===== config.mk =====
export PLATFORM = sky130hd
export DESIGN_NAME = bf16_result_drain
export DESIGN_NICKNAME = d
export VERILOG_FILES = /design/src/rtl/bf16_result_drain.sv
export SDC_FILE = /design/constraint.sdc
export NUM_CORES = 1
export LEC_CHECK = 0
export CORE_ASPECT_RATIO = 1.25
export CORE_MARGIN = 2
export CORE_UTILIZATION = 30
export CTS_BUF_LIST = sky130_fd_sc_hd__clkbuf_8 sky130_fd_sc_hd__clkbuf_16
export CTS_CLUSTER_DIAMETER = 50
export DETAILED_ROUTE_END_ITERATION = 10
export SLEW_MARGIN = 10
export SYNTH_ARGS = -nofsm -noshare
export SYNTH_HDL_FRONTEND = slang
export SYNTH_SLANG_ARGS = --single-unit

===== constraint.sdc =====
create_clock -name clk -period 3.5 [get_ports clk]
set_input_delay 0.35 -clock clk [delete_from_list [all_inputs] [get_ports clk]]
set_output_delay 0.35 -clock clk [all_outputs]
set_load 0.03 [all_outputs]

===== src/rtl/bf16_result_drain.sv =====
// Snapshots a row of BF16 PE results on capture, clears the PEs, and streams each column
// out as FP8 E4M3 (RNE, saturating, FTZ) over valid/ready. Build macro DRAIN_RELU_EN zeroes negatives.
module bf16_result_drain #(
  parameter int NUM_COLS = 4
) (
  input  logic                        clk,
  input  logic                        rst_n,
  input  logic [NUM_COLS*16-1:0]      res_in,
  input  logic                        capture,
  output logic                        pe_clear,
  output logic                        busy,
  output logic                        out_valid,
  input  logic                        out_ready,
  output logic [7:0]                  out_data,
  output logic [$clog2(NUM_COLS)-1:0] out_idx,
  output logic                        out_last,
  output logic                        done
);

  localparam int IDX_W = $clog2(NUM_COLS);
  localparam logic [IDX_W-1:0] LAST_IDX = IDX_W'(NUM_COLS - 1);

  typedef enum logic {S_IDLE, S_STREAM} state_t;

  state_t           r_state;
  logic [15:0]      r_buf [NUM_COLS];
  logic [IDX_W-1:0] r_cnt;
  logic             r_pe_clear;
  logic             r_busy;
  logic             r_out_valid;
  logic             r_done;
  logic [7:0]       w_cvt;

  function automatic logic [7:0] cvt(input logic [15:0] x);
    logic              s;
    logic [7:0]        e;
    logic [6:0]        m;
    logic signed [8:0] e8;
    logic              rnd;
    logic [3:0]        m4;
    logic [7:0]        r;
    s   = x[15];
    e   = x[14:7];
    m   = x[6:0];
    e8  = $signed({1'b0, e}) - 9'sd120;
    rnd = m[3] && ((|m[2:0]) || m[4]);
    m4  = {1'b0, m[6:4]} + {3'b000, rnd};
    if (m4[3]) e8 = e8 + 9'sd1;
    r = {s, e8[3:0], m4[2:0]};
    if (e == 8'd0) r = 8'h00;
    else if (e == 8'hFF) r = {s, 7'h7E};
    else if ((e8 > 9'sd15) || ((e8 == 9'sd15) && (m4[2:0] == 3'd7))) r = {s, 7'h7E};
    else if (e8 < 9'sd1) r = 8'h00;
`ifdef DRAIN_RELU_EN
    // Negative inputs of every class (including -0, -Inf, NaN) clamp to +0.
    if (s) r = 8'h00;
`endif
    return r;
  endfunction

  assign w_cvt = cvt(r_buf[r_cnt]);

  always_ff @(posedge clk or negedge rst_n) begin
    if (!rst_n) begin
      r_state     <= S_IDLE;
      r_cnt       <= '0;
      r_pe_clear  <= 1'b0;
      r_busy      <= 1'b0;
      r_out_valid <= 1'b0;
      r_done      <= 1'b0;
      for (int k = 0; k < NUM_COLS; k++) r_buf[k] <= 16'h0000;
    end else begin
      r_pe_clear <= 1'b0;
      r_done     <= 1'b0;
      case (r_state)
        S_IDLE: begin
          if (capture) begin
            for (int k = 0; k < NUM_COLS; k++) r_buf[k] <= res_in[16*k +: 16];
            r_cnt       <= '0;
            r_state     <= S_STREAM;
            r_busy      <= 1'b1;
            r_out_valid <= 1'b1;
            r_pe_clear  <= 1'b1;
          end
        end
        S_STREAM: begin
          // Captures here are dropped, including one coinciding with the final handshake.
          if (out_ready) begin
            if (r_cnt == LAST_IDX) begin
              r_state     <= S_IDLE;
              r_cnt       <= '0;
              r_busy      <= 1'b0;
              r_out_valid <= 1'b0;
              r_done      <= 1'b1;
            end else begin
              r_cnt <= r_cnt + IDX_W'(1);
            end
          end
        end
        default: r_state <= S_IDLE;
      endcase
    end
  end

  assign pe_clear  = r_pe_clear;
  assign busy      = r_busy;
  assign out_valid = r_out_valid;
  assign done      = r_done;
  assign out_idx   = r_cnt;
  assign out_data  = r_out_valid ? w_cvt : 8'h00;
  assign out_last  = r_out_valid && (r_cnt == LAST_IDX);

endmodule


==> impl_metrics.csv <==
group,metric,value,unit
outcome,status,"complete, no violations",
synth,ys_seq_elements,70,
synth,yosysSeqAreaShare,48.21,%
setup_path,crit_type,"reg2out",
sta,hold_viol_final,0,
route,ant_nets,0,
place,place.detailed.hpwl,6.389,mm
sta,fin_ws,0.1090,ns
layout,fin_area,0.005027,mm²
power,p_leak,0.002037,µW
floorplan,fp.dieW,102.4,µm
floorplan,io_pins,83,
sta,slew_viol_final,0,
layout,drive_gt1_share,36.24,%
floorplan,dieArea,0.01301,mm²
run,cap_violations,0,
floorplan,rows,44,
sta,setup_viol,0,
synth,ys_types,47,
grt,track_usage,13.53,%
layout,antenna_cells,0,
sta,slew_headroom,56.52,%
route,wire_per_inst,16.01,µm
power,powerDensity,1032,mW/mm²
grt,grt_pass1_wl,13.32,mm
layout,final_common_cell,"clkdlybuf4s50_1",
clock_tree,cts_hold_buf,0,
floorplan,coreArea,0.01173,mm²
setup_path,path_max_fanout,4,
place,placed_area,0.004636,mm²
synth,syn_area_per_cell,13.21,µm²
place,pre_cts_ws,0.2637,ns
floorplan,floorplan.initialDensity,30.99,%
sta,min_period,3.391,ns
route,drtIter0Drc,96,
route,routed_wl,8.453,mm
sta,clock_skew,0.005204,ns
synth,synthesis.nets,349,
clock_tree,htreeDepth,3,
setup_path,cp_data_required_time,3.15,ns
layout,syn2layout_area_growth,38.36,%
layout,nets,437,
clock_tree,clockRootBuffer,"clkbuf_16",
route,detail_route.first_pass.iterations,4,
sta,rsz0062_at_grt,"yes",
place,gp_congestion,0.8279,
clock_tree,cts.sinks,70,
clock_tree,cts_tree,"built",
route,num_vias,2557,
grt,grt_pass1_vias,2587,
place,io_buffers,82,
setup_path,crit_path_start_kind,"flip-flop",
clock_tree,cts_made_buffers,9,
setup_path,worstPathArrival,3.04,ns
floorplan,die_h,127.0,µm
synth,netlist_area,0.003633,mm²
grt,antenna_found_initial,0,
clock_tree,cts_max_path_buffers,2,
layout,n_fill_cell,1076,
clock_tree,path_clk_slew,0.05,ns
sta,finalCritPeriodShare,96.89,%
layout,final_cell_mix,"clkdlybuf4s50_1 (73), dfrtp_1 (68), mux2_2 (65)",
grt,grt_max_degree,52,
clock_tree,clk_latency,0.33,ns
power,ir_worst_vdd,0.0005569,V
min_path,min_path_type,"in2async",
setup_path,critPathCaptureType,"primary output",
synth,syn_inst,275,
grt,grt_overflow,0,
route,remaining_drc_errors,0,
route,via_per_inst,4.843,
sta,fmax,294.9,MHz
sta,worst_pin_slew,0.6521,ns
synth,yosys_warnings,0,
where the power goes:
group | switching, µW | internal, µW | total, µW | leakage (µW)
logic | 1390 | 1370 | 2760 | 0.00105
registers | 244 | 1210 | 1460 | 0.000841
clock network | 336 | 640 | 975 | 0.000151
total | 1960 | 3220 | 5190 | 0.00204
final timing paths:
path,start,depth (start not counted),endpoint,slack (ns)
max reg2reg,r_state,3,r_buf[17],1.71
min in group clk,r_buf[10],1,r_buf[10],0.50
max in group asynchronous,rst_n,2,r_buf[12],2.72
max,out_idx[0],10,out_data[5],0.11
min reg2reg,r_buf[10],1,r_buf[10],0.50
min,rst_n,1,pe_clear,0.05
cell usage after synthesis, drive strengths merged:
library cell	number	area [µm²]
nor3	6	35.03
a32o	3	30.03
a221oi	1	8.760
a41o	1	10.01
and3	4	30.03
nand4	3	18.77
a21o	1	7.510
buf	11	75.06
nand2	8	30.03
o21bai	2	15.01
o31ai	1	7.510
o2bb2ai	2	23.77
mux4	13	292.8
a21oi	12	67.57
o22ai	3	18.77
nand3b	1	20.02
o21ai	1	5.000
xnor2	5	43.79
nand3	4	20.02
inv	6	22.52
mux2	65	732.0
a2111oi	1	8.760
nor3b	1	12.51
nor2	10	37.54
o32ai	1	8.760
a211oi	2	15.01
a31oi	1	6.260
clkbuf	5	18.77
xor2	1	8.760
nand2b	4	25.02
nor4	4	25.02
and2	2	12.51
nor2b	4	25.02
a31o	1	8.760
or2	1	6.260
and3b	1	8.760
and4	4	35.03
mux2i	3	30.03
ha	6	75.07
dfrtp	70	1752
cells by family after synthesis:
kind of cell    synth area share (%)
mux                            29.03
buf+inv                        3.202
flops                          48.21
compound gates                 6.646
simple gates                   9.401
fa+ha+maj                      2.066
xor+xnor                       1.446
layout make-up:
class	instances	area, µm²	area share (%)
Inverter	6	22.52	0.4480
Tap cell	161	201.4	4.007
Multi-Input combinational cell	183	1829	36.39
Sequential cell	70	1754	34.89
Clock buffer	10	239.0	4.754
Timing Repair Buffer	93	897.1	17.84
Clock inverter	5	83.83	1.667
stage by stage:
stage | hold WS (ns) | total power [µW] | utilization, % | setup TNS [ns] | cells
after global routing | 0.1055 | 5511 | 42.87 | -0.07055 | 528
after detailed placement | 0.4930 | 4115 | 39.53 | 0 | 510
after CTS | 0.2910 | 5146 | 42.39 | 0 | 525
after floorplan | 0.05441 | 3403 | - | -0.2261 | 275
final | 0.05430 | 5188 | 42.87 | 0 | 528
after global placement | 0.4857 | 4065 | 39.53 | 0 | 510
worst max-delay path, stage by stage (launching register included):
cell      delay, ns
dfrtp_2        0.40
buf_4          0.17
mux4_2         0.55
ha_2           0.24
xnor2_2        0.20
and3b_1        0.21
a32o_1         0.23
o21bai_1       0.21
nand2_1        0.16
a21oi_1        0.16
buf_4          0.18
state kept, by name, summed over array words and instances (netlist names):
register,cells
done,1
out_idx,2
out_valid,1
pe_clear,1
r_buf,64
r_state,1
metal layers:
layer  wire [µm]  GRT usage [%]
met4         125          5.569
met3         271          2.298
met5           0              0
met2        4483          22.84
met1        3572          17.00
timing repair:
action / in CTS / in global routing
endpoints found under the hold margin: 0 / 0
gates cloned: 0 / 0
buffers inserted: 0 / 3
pin swaps: 0 / 3
setup endpoints to repair: 7 / 8
resized for setup: 3 / 7
Power figures use the tool's default switching activity.
